**config.mk**
```make
export PLATFORM = sky130hd
export DESIGN_NAME = serial_subtractor
export DESIGN_NICKNAME = d
export VERILOG_FILES = /design/src/rtl/sub_pkg.sv /design/src/rtl/fs.sv /design/src/rtl/hs.sv /design/src/rtl/serial_subtractor.sv
export SDC_FILE = /design/constraint.sdc
export NUM_CORES = 1
export LEC_CHECK = 0
export ABC_AREA = 1
export CAP_MARGIN = 10
export CORE_MARGIN = 2
export CORE_UTILIZATION = 50
export DETAILED_ROUTE_END_ITERATION = 16
export GPL_TIMING_DRIVEN = 0
export PLACE_DENSITY = 0.79
export SYNTH_ARGS = -nofsm -noshare
export SYNTH_HDL_FRONTEND = slang
export SYNTH_SLANG_ARGS = --single-unit
export TNS_END_PERCENT = 100
```
**constraint.sdc**
```tcl
create_clock -name clk -period 1.39 [get_ports clk]
set_clock_uncertainty 0.05 [all_clocks]
set_input_delay 0.3475 -clock clk [delete_from_list [all_inputs] [get_ports clk]]
set_output_delay 0.3475 -clock clk [all_outputs]
set_load 0.03 [all_outputs]
```
**src/rtl/sub_pkg.sv**
```systemverilog
// Shared definitions for the bit-serial subtractor family.
//   sub_state_t       : FSM state encoding (IDLE, RUN, DONE)
//   SUB_DEFAULT_WIDTH : default operand width
package sub_pkg;

  typedef enum logic [1:0] {
    IDLE = 2'd0,
    RUN  = 2'd1,
    DONE = 2'd2
  } sub_state_t;

  localparam int SUB_DEFAULT_WIDTH = 8;

endpackage

```
**src/rtl/fs.sv**
```systemverilog
// fs: combinational full subtractor, computes a - b - bin.
// Built from two half subtractors: the first forms a - b, the second
// subtracts bin from that partial difference. At most one stage can
// borrow, so the two borrows are simply OR-ed.
// Ports:
//   a, b, bin in  : minuend, subtrahend, borrow-in bits
//   different out : a ^ b ^ bin
//   borrow    out : (~a & b) | (~(a ^ b) & bin)
module fs (
  input  logic a,
  input  logic b,
  input  logic bin,
  output logic different,
  output logic borrow
);

  logic d1;
  logic b1;
  logic b2;

  hs u_hs0 (
    .a         (a),
    .b         (b),
    .different (d1),
    .borrow    (b1)
  );

  hs u_hs1 (
    .a         (d1),
    .b         (bin),
    .different (different),
    .borrow    (b2)
  );

  assign borrow = b1 | b2;

endmodule

```
**src/rtl/hs.sv**
```systemverilog
// hs: combinational half subtractor, computes a - b.
// Ports:
//   a, b      in  : minuend / subtrahend bits
//   different out : a ^ b
//   borrow    out : ~a & b
module hs (
  input  logic a,
  input  logic b,
  output logic different,
  output logic borrow
);

  assign different = a ^ b;
  assign borrow    = ~a & b;

endmodule

```
**src/rtl/serial_subtractor.sv**
```systemverilog
// serial_subtractor: bit-serial WIDTH-bit subtractor, a - b - bin, LSB
// first, one bit per clock through a single fs cell.
// Optional feature macro: SERSUB_OVERFLOW_EN (adds the overflow output).
// Ports:
//   clk        in  : clock, rising edge
//   rst        in  : synchronous active-high reset
//   start      in  : request, honoured only in IDLE and DONE
//   a, b       in  : minuend / subtrahend, latched on an accepted start
//   bin        in  : borrow-in, latched on an accepted start
//   busy       out : high while bits are being processed
//   done       out : one-cycle pulse when a new result is presented
//   different  out : difference modulo 2^WIDTH, held until next completion
//   borrow     out : final borrow-out, held with different
//   overflow   out : signed overflow (only with SERSUB_OVERFLOW_EN)
module serial_subtractor
  import sub_pkg::*;
#(
  parameter int WIDTH = SUB_DEFAULT_WIDTH
) (
  input  logic             clk,
  input  logic             rst,
  input  logic             start,
  input  logic [WIDTH-1:0] a,
  input  logic [WIDTH-1:0] b,
  input  logic             bin,
  output logic             busy,
  output logic             done,
  output logic [WIDTH-1:0] different,
`ifdef SERSUB_OVERFLOW_EN
  output logic             overflow,
`endif
  output logic             borrow
);

  localparam int CW = $clog2(WIDTH + 1);
  localparam logic [CW-1:0] LAST = CW'(WIDTH - 1);

  sub_state_t       state;
  logic [WIDTH-1:0] sa;
  logic [WIDTH-1:0] sb;
  logic [WIDTH-1:0] acc;
  logic [WIDTH-1:0] acc_next;
  logic             br;
  logic [CW-1:0]    count;
  logic             d;
  logic             bo;

`ifdef SERSUB_OVERFLOW_EN
  // Operand MSBs are shifted out of sa/sb, so keep a copy for the
  // overflow decision at the end of the run.
  logic a_msb;
  logic b_msb;
`endif

  fs u_fs (
    .a         (sa[0]),
    .b         (sb[0]),
    .bin       (br),
    .different (d),
    .borrow    (bo)
  );

  // Accumulator after this cycle's bit: shift right, new bit enters at
  // the MSB. Written this way so WIDTH=1 needs no special case.
  always_comb begin
    acc_next            = acc >> 1;
    acc_next[WIDTH-1]   = d;
  end

  always_ff @(posedge clk) begin
    if (rst) begin
      state     <= IDLE;
      busy      <= 1'b0;
      done      <= 1'b0;
      different <= '0;
      borrow    <= 1'b0;
      count     <= '0;
      sa        <= '0;
      sb        <= '0;
      acc       <= '0;
      br        <= 1'b0;
`ifdef SERSUB_OVERFLOW_EN
      overflow  <= 1'b0;
      a_msb     <= 1'b0;
      b_msb     <= 1'b0;
`endif
    end else begin
      done <= 1'b0;
      case (state)
        IDLE, DONE: begin
          if (start) begin
            state <= RUN;
            busy  <= 1'b1;
            sa    <= a;
            sb    <= b;
            br    <= bin;
            count <= '0;
            acc   <= '0;
`ifdef SERSUB_OVERFLOW_EN
            a_msb <= a[WIDTH-1];
            b_msb <= b[WIDTH-1];
`endif
          end else begin
            state <= IDLE;
          end
        end
        RUN: begin
          sa    <= sa >> 1;
          sb    <= sb >> 1;
          acc   <= acc_next;
          br    <= bo;
          count <= count + 1'b1;
          if (count == LAST) begin
            state     <= DONE;
            busy      <= 1'b0;
            done      <= 1'b1;
            different <= acc_next;
            borrow    <= bo;
`ifdef SERSUB_OVERFLOW_EN
            // d is the result MSB on the final bit.
            overflow  <= (a_msb != b_msb) && (d != a_msb);
`endif
          end
        end
        default: begin
          state <= IDLE;
          busy  <= 1'b0;
        end
      endcase
    end
  end

endmodule

```
### Word-level counts from Yosys, hierarchy flattened

Index checks and enable logic that the tools add are counted.

* bits of input ports: 20
* flip-flop bits (word level): 42
* bits in writable memories: 0
* output and inout port bits: 11
* memory bits (read-only): 0
* latch bits: 0
* memories kept: 0
* word-level logic and storage cells: 48

* equality and inequality tests: 5
* divide/modulo/power cells: 0
* shifts and indexed selects: 0
* order comparisons: 0
* add/sub/neg operators: 1
* multipliers: 0
* muxes and demuxes: 17
* bitwise gates (word level): 8
* reductions and logical operators: 7

Operator list (count)
* $pmux W8 S2: 3
* $mux W8: 3
* $pmux W4 S2: 1
* $reduce_and A2 Y1: 3
* $mux W1: 5
* $add A4 B1 Y4 const B: 1
* $eq A4 B3 Y1 const B: 1
* $mux W4: 1
* $ne A2 B2 Y1 const B: 2
* $pmux W1 S2: 2
* $pmux W2 S2: 1
* $reduce_or A2 Y1: 2
* $not A1 Y1: 3
* $and A1 B1 Y1: 2
* $eq A2 B1 Y1 const B: 1
* $eq A2 B2 Y1 const B: 1
* $logic_not A2 Y1: 1
* $mux W2: 1
* $reduce_bool A2 Y1: 1
* $xor A1 B1 Y1: 2
* $or A1 B1 Y1: 1

### Longest topological paths before layout

Gate-level depths: netlist of run 1.

* depth in word-level cells: 5
* depth in mapped cells: 7
* gate-level depth less buffers: 7

### Cells and area by module

A second synthesis of run 1 with hierarchy kept.

* cell total of the unflattened synthesis: 252
* area, all modules: 1948.1 um2

Modules (own cells, without submodules)
* serial_subtractor: area an instance 1896.8 um2, sequential area each 820.8 um2, instances 1, cells each 243
* hs: area an instance 20.0 um2, sequential area each 0.0 um2, instances 2, cells each 3
* fs: area an instance 11.3 um2, sequential area each 0.0 um2, instances 1, cells each 3

### Worst setup path after synthesis of run 1

No wires, ideal clock.

* kind: reg2reg
* start point: register count[0]
* end point: register different[0]
* required time: 1.225 ns
* arrival: 1.061 ns
* library setup time: 0.115 ns
* stages on the path, launching flop included: 8
* path slack: 0.163 ns
* cell sequence: dfxtp_1 > ha_1 > nand2_1 > nor2_1 > buf_2 > nand3_1 > nand2_1 > nor2_1

* cells in the longest elaborated chain, start to end: 2

Ends and longest elaborated chain
* start, declared: RTL line serial_subtractor.sv:44 `logic [CW-1:0] count;`
* start signal, assigned: RTL line serial_subtractor.sv:112 `count <= count + 1'b1;`
* $eq A4 B3 Y1: RTL line serial_subtractor.sv:113 `if (count == LAST) begin`
* $reduce_and A2 Y1 (no line)
* end signal, assigned: RTL line serial_subtractor.sv:117 `different <= acc_next;`
* end, declared: RTL line serial_subtractor.sv:28 `output logic [WIDTH-1:0] different,`

No other way between the ends.
A chain may end at the register's enable or synchronous reset.

### Worst setup path in the final report of run 1

* start point: register done
* end point: output port done

RTL lines
* start, declared: RTL line serial_subtractor.sv:27 `output logic done,`
* start signal, assigned: RTL line serial_subtractor.sv:74 `done <= 1'b0;`
* start signal, assigned: RTL line serial_subtractor.sv:88 `done <= 1'b0;`
* start signal, assigned: RTL line serial_subtractor.sv:116 `done <= 1'b1;`

No word-level cell between the ends.

==> qor.csv, run 1 <==
metric;value;unit
crit-path cells;clkdlybuf4s15_1;
Crit Path Category;reg -> out;
Synth top area share;0.446;
FF-to-FF setup slack;0.11;ns
share of layout cells above drive strength 1;0.149;
Iter 0 DRT Violations;122;
antenna violations before repair;0;
Synth Register Bits;41;
TritonCTS buffer count;5;
top cells by instance count after synthesis;nand3_1, dfxtp_1, nand2_1, a21oi_1, inv_1;
DR vias;1690;
Crit path arrival time;0.97;ns
register area share after synthesis;0.446;
RSZ-0062 raised after global routing;true;
DRT antenna net count;0;
Async SR Flop Fraction;0;
Hold EP;sb[1]$_SDFFE_PP0P_;
Post-synth EDFFs;0;
Period Utilization, post-route;0.985;
max incr delay on CP;0.35;ns
Place WS;-0.382;ns
Starting Density;0.510;
WP data required;0.99;ns
Setup violations, final;0;
Slew @ Worst Pin;0.454;ns
DRC;0;
Layout area overhead;24.6;%
CP Max Fanout;1;
Most used DFF post-synth;dfxtp_1;
Worst slew margin;0.698;
WHS Path Cells;5;
PnR worst setup slack;0.0211;ns
crit start category;flip-flop;
# rows;22;
deepest clock path buffer count;2;
IO Count;31;
syn_nets;267;
top-count cell post-synth;nand3_1;
Power, Total;2.40;mW
cell taking the most area after synthesis;dfxtp_1;
ANT cells;0;
post-DP HPWL;2900;um
hold-fix buffers at CTS;0;
GRT busiest layer;met2;
P_leak;0.951;nW
Wirelength per Cell;12.5;um
routing usage on met1;0.274;
setup repair bufs after CTS;0;
status;finished, final reports clean;
Layout Nets;303;
RR Startpoint;count[0]$_SDFFE_PP0P_;
yosys warns;0;
vias per cell;5.14;
final wirelength;4120;um
Die Height;64.7;um
GRT Total Usage;0.216;
Die Wd;64.7;um
GR Util met2;0.357;
M3 GR Usage;0.0642;
vias in the first global route;1547;
total gr overflow;0;
Distinct cells, synth;21;
die area;4180;sq um
TritonCTS clock tree;built;
Max Transition Viols Final;0;
core box area;3610;sq um
VDD IR max;0.000840;V
CP delay by family, top;buffers and inverters;
slowest CP cell;clkdlybuf4s15_1;
number of buffers added on ports;29;
f_max;0.731;GHz
H-Tree Depth;2;
Worst R2R End;different[4]$_SDFFE_PP0P_;
Final Non-Filler Cells;329;
main area contributors after synthesis;dfxtp_1, nand3_1, nand2_1;
Worst-Skew Late Latency;0.30;ns
gp weighted congestion;0.794;
Root Driver;clkbuf_8;
Reg clk slew, reported paths;0.08;ns
largest net degree at the start of global routing;13;
CP endpoint kind;primary output;
synthesized instance count;245;
max-cap viol count;0;
PD cells;1050;nW/um^2
DP Cell Count;322;
reg2reg path depth;6;
hold wc startpoint;start;
Final min period;1.37;ns
Hold/Removal Path Class;in -> reg;
Syn Area/Cell;7.51;sq um
clock sink total;41;
Netlist Area Pre-Place;1840;sq um
Buf+Inv Stages, Crit Path;1;
Final Hold Vio Count;0;
DR pass1 iterations;4;
global-route wire length before repair;7000;um
-- layer usage --
| metal | wire, um | vias to the layer above |
|---|---|---|
| met1 | 1930 | 761 |
| met3 | 187 | 6 |
| met2 | 1950 | 36 |
| met5 | 0 | - |
| li1 | - | 887 |
| met4 | 55 | 0 |
-- flip-flops by register name (all words and copies together) (netlist names), 2 cells and up --
| register | count |
|---|---|
| acc | 7 |
| different | 8 |
| sb | 8 |
| count | 4 |
| sa | 8 |
| state | 2 |
-- stage by stage --
stage / TNS [ns] / util / hold slack, ns / area [sq um]
6_report: 0 / 0.636 / 0.411 / 2290
4_1_cts: 0 / 0.636 / 0.420 / 2290
3_3_place_gp: -9.21 / 0.608 / 0.404 / 2190
5_1_grt: -0.0539 / 0.636 / 0.439 / 2290
3_5_place_dp: -9.01 / 0.608 / 0.408 / 2190
2_1_floorplan: 0 / - / 0.400 / 1840
-- report_power, final --
| group | switching (mW) | internal [mW] | leakage, nW | total, mW |
|---|---|---|---|---|
| clock | 0.407 | 0.392 | 0.0433 | 0.799 |
| sequential | 0.0254 | 1.22 | 0.334 | 1.25 |
| combinational | 0.200 | 0.155 | 0.573 | 0.355 |
-- worst max-delay path by stage --
stage / from / cells after the start / to / slack, ns
floorplan: count[0]$_SDFFE_PP0P_ / 7 / different[0]$_SDFFE_PP0P_ / 0.16
global placement: rst / 4 / sb[1]$_SDFFE_PP0P_ / -0.39
detailed placement: rst / 4 / sb[2]$_SDFFE_PP0P_ / -0.38
CTS: different[4]$_SDFFE_PP0P_ / 1 / different[4] / 0.002
global route: count[0]$_SDFFE_PP0P_ / 6 / different[5]$_SDFFE_PP0P_ / -0.03
finish: done$_SDFF_PP0_ / 1 / done / 0.02
-- layout make-up --
class | instances | area (sq um)
Multi-Input combinational cell | 163 | 807
Buffer | 18 | 136
Fill cell | 315 | 1310
Sequential cell | 41 | 821
Clock buffer | 6 | 82.6
Tap cell | 48 | 60.1
Clock inverter | 1 | 7.51
Timing Repair Buffer | 29 | 290
Inverter | 23 | 88.8
-- repair_timing --
item | 4_1_cts | 5_1_grt
setup endpoints to repair | 31 | 14
pin swaps | 0 | 1
resized for setup | 32 | 9
-- cells in the final DEF (no fill, tap or decap), drive strengths merged --
cell type,n
a21oi,29
buf,17
clkbuf,9
clkdlybuf4s15,9
clkdlybuf4s50,18
clkinvlp,1
dfxtp,41
fa,1
ha,1
inv,23
nand2,42
nand3,65
nand4,8
nor2,13
o21ai,4
-- cells by family after synthesis --
family	after synthesis	share of synthesized area
flops	41	0.446
simple gates	128	0.330
compound gates	33	0.0897
buf+inv	41	0.117
fa+ha+maj	2	0.0177
Note: power is estimated with default switching activity, not from simulation.
==> inputs of run 2 (changes only) <==
Settings changed: CTS_BUF_LIST from default to sky130_fd_sc_hd__clkbuf_4, PLACE_DENSITY 0.79 to 0.78, SYNTH_HIERARCHICAL from default to 1.
==> run 2 against run 1 <==
Synthesized cell count grew 2.9%. Power rose by 8.9%. Final cell count increased by 2.4%. Area after synthesis rose by 5.8%. Critical path type is now reg -> reg. Highest routed layer unchanged.
==> qor.csv, run 2 <==
metric;value;unit;change
cell taking the most area after synthesis;dfxtp_1;;
GRT Total Usage;0.221;;+0.00499
Netlist Area Pre-Place;1950;sq um;+5.8%
Layout Nets;311;;+2.6%
Power, Total;2.61;mW;+8.9%
Die Wd;66.4;um;+2.7%
global-route wire length before repair;7380;um;+5.5%
Synth Register Bits;41;;unchanged
most frequent cells in the layout;nand3_1, nand2_1, dfxtp_1, a21oi_1, inv_1;;
# rows;22;;unchanged
Root Driver;clkbuf_4;;
Net Sw Power;0.664;mW;+4.9%
Iter 0 DRT Violations;72;;-41%
DRT antenna net count;0;;unchanged
most common cell after layout, fill and taps aside;nand3_1;;
filler cell count;332;;+5.4%
Flop pwr share;0.479;;-0.040
DRC;0;;unchanged
deepest clock path buffer count;2;;unchanged
top cells by instance count after synthesis;nand3_1, dfxtp_1, nand2_1, inv_1, a21oi_1;;
gp weighted congestion;0.808;;+1.8%
die area;4410;sq um;+5.5%
Gate power share;0.152;;+0.004
max incr delay on CP;0.36;ns;about the same
Layout Utilization;0.646;;+0.0104
share of layout cells above drive strength 1;0.256;;+0.107
RSZ-0062 raised after global routing;true;;
Register Area;825;sq um;+0.46%
Worst-Skew Late Latency;0.36;ns;+0.06 ns
syn_nets;275;;+3.0%
status;finished, final reports clean;;
Crit path arrival time;1.60;ns;+0.63 ns
number of buffers added on ports;29;;unchanged
ANT cells;0;;unchanged
vias per cell;5.26;;+2.4%
TritonCTS clock tree;built;;
DR pass1 iterations;4;;unchanged
core box area;3720;sq um;+3.1%
GR Util met2;0.348;;-0.00927
crit start category;flip-flop;;
WP data required;1.65;ns;+0.66 ns
setup repair bufs after CTS;0;;unchanged
Slew @ Worst Pin;0.454;ns;+0.0000668 ns
Synth top area share;0.421;;-0.0246
switching part of the total;0.254;;-0.00949
M3 GR Usage;0.0426;;-0.0216
Post-synth EDFFs;0;;unchanged
most frequent CP cell;inv_2;;
Hold/Removal Path Class;in -> reg;;
f_max;0.747;GHz;+2.3%
CP Max Fanout;2;;+1
final wirelength;4350;um;+5.7%
yosys warns;6;;+6
Final Hold Vio Count;0;;unchanged
Max Transition Viols Final;0;;unchanged
total gr overflow;0;;unchanged
Clk pwr share;0.369;;+0.036
Reg clk slew, reported paths;0.13;ns;+0.05 ns
Setup violations, final;0;;unchanged
register area share after synthesis;0.421;;-0.0246
DR vias;1772;;+4.9%
antenna violations before repair;0;;unchanged
PD cells;1090;nW/um^2;+3.9%
IO Count;31;;unchanged
largest net degree at the start of global routing;14;;+1
max-cap viol count;0;;unchanged
crit-path cells;inv_2 > ha_4 > inv_2 > inv_2 > ha_4 > inv_2 > nand2_2 > nand3_2 > nand2_2 > inv_2 > a21oi_2;;
slowest CP cell;dfxtp_2;;
Final min period;1.34;ns;-0.0309 ns
routing usage on met1;0.299;;+0.0255
Most used DFF post-synth;dfxtp_1;;
hold-fix buffers at CTS;0;;unchanged
top-count cell post-synth;nand3_1;;
CP delay by family, top;adder cells;;
Worst slew margin;0.698;;about the same
area of the multi-input gates;935;sq um;+16%
P_leak;1.01;nW;+6.0%
post-DP HPWL;2930;um;+0.88%
clock sink total;41;;unchanged
GRT busiest layer;met2;;
Starting Density;0.524;;+0.0138
Largest regs;different: 8 flops, sa: 8 flops, sb: 8 flops;;
Die Height;66.4;um;+2.7%
Int Power;1.95;mW;+10%
Period Utilization, post-route;0.963;;-0.0222
synthesized instance count;252;;+2.9%
Layout area overhead;23.3;%;
VDD IR max;0.000769;V;-8.5%
Buf+Inv Stages, Crit Path;5;;+4
Crit Path Category;reg -> reg;;
TritonCTS buffer count;5;;unchanged
Wirelength per Cell;12.9;um;+3.2%
vias in the first global route;1622;;+4.8%
Async SR Flop Fraction;0;;unchanged
CP endpoint kind;flip-flop;;
Distinct cells, synth;23;;+9.5%
H-Tree Depth;2;;unchanged
main area contributors after synthesis;dfxtp_1, nand3_1, nand2_1;;
Syn Area/Cell;7.73;sq um;+2.9%
## run 2: cell count changes after synthesis, moves of 2 or more
cell	previous run	this run
buf_2	5	7
nand2_1	39	41
buf_6	5	2
a21oi_1	29	22
ha_1	1	3
nand3_1	65	59
a21oi_2	0	8
nand3_2	0	8
inv_1	21	25
nor2_1	12	7
## run 2: per-stage QoR
| stage | hold slack [ns] | instances | area, sq um | setup TNS (ns) | worst slack (ns) |
|---|---|---|---|---|---|
| after floorplan | 0.403 | 252 | 1950 | 0 | 0.0528 |
| after CTS | 0.363 | 337 | 2360 | 0 | 0.00721 |
| final | 0.362 | 337 | 2400 | 0 | 0.0521 |
| after global placement | 0.406 | 329 | 2300 | -10.31 | -0.456 |
| after detailed placement | 0.409 | 329 | 2300 | -11.24 | -0.478 |
| after global routing | 0.403 | 337 | 2400 | -0.0558 | -0.0410 |
## run 2: cells by family (layout without fill, tap and decap cells)
logic type | count (synthesis) | after routing | share of synthesized area
simple gates | 127 | 127 | 0.331
buf+inv | 46 | 83 | 0.121
flops | 41 | 41 | 0.421
compound gates | 35 | 35 | 0.107
fa+ha+maj | 3 | 3 | 0.0193
## run 2: path summary, 6_finish.rpt
kind | endpoint | slack, ns | from | cells past startpoint
worst max register to register | br$_SDFFE_PP0P_ | 0.05 | sa[0]$_SDFFE_PP0P_ | 11
worst min register to register | different[1]$_SDFFE_PP0P_ | 0.42 | different[1]$_SDFFE_PP0P_ | 2
worst min-delay path | sb[2]$_SDFFE_PP0P_ | 0.36 | start | 5
worst max-delay path | br$_SDFFE_PP0P_ | 0.05 | sa[0]$_SDFFE_PP0P_ | 11
## run 2: worst min-delay path, stage by stage
cell     delay (ns)
buf_2          0.15
nand3_1        0.09
nand2_1        0.05
inv_1          0.04
a21oi_1        0.05
## run 2: layout make-up
cell class                      count  area share
Multi-Input combinational cell    165       0.389
Sequential cell                    41       0.343
Timing Repair Buffer               29      0.0979
Buffer                             19      0.0578
Inverter                           27      0.0443
Clock inverter                      3      0.0271
Tap cell                           48      0.0250
Clock buffer                        5      0.0156
## run 2: what timing repair did
action,in CTS,in global routing
pin swaps,3,4
gates resized for setup,60,17
setup endpoints to repair,31,14
## run 2: power groups by stage
| stage | sequential, mW | combinational [mW] | clock [mW] |
|---|---|---|---|
| after floorplan | 1.27 | 0.255 | 0 |
| after global placement | 1.27 | 0.371 | 0 |
| after detailed placement | 1.27 | 0.377 | 0 |
| after CTS | 1.25 | 0.381 | 0.967 |
| after global routing | 1.26 | 0.443 | 1.01 |
| final | 1.25 | 0.396 | 0.964 |
## run 2: metal layers
metal | vias up | wire length (um)
met4 | 0 | 88
li1 | 912 | -
met3 | 10 | 256
met5 | - | 0
met2 | 47 | 2010
met1 | 803 | 2000
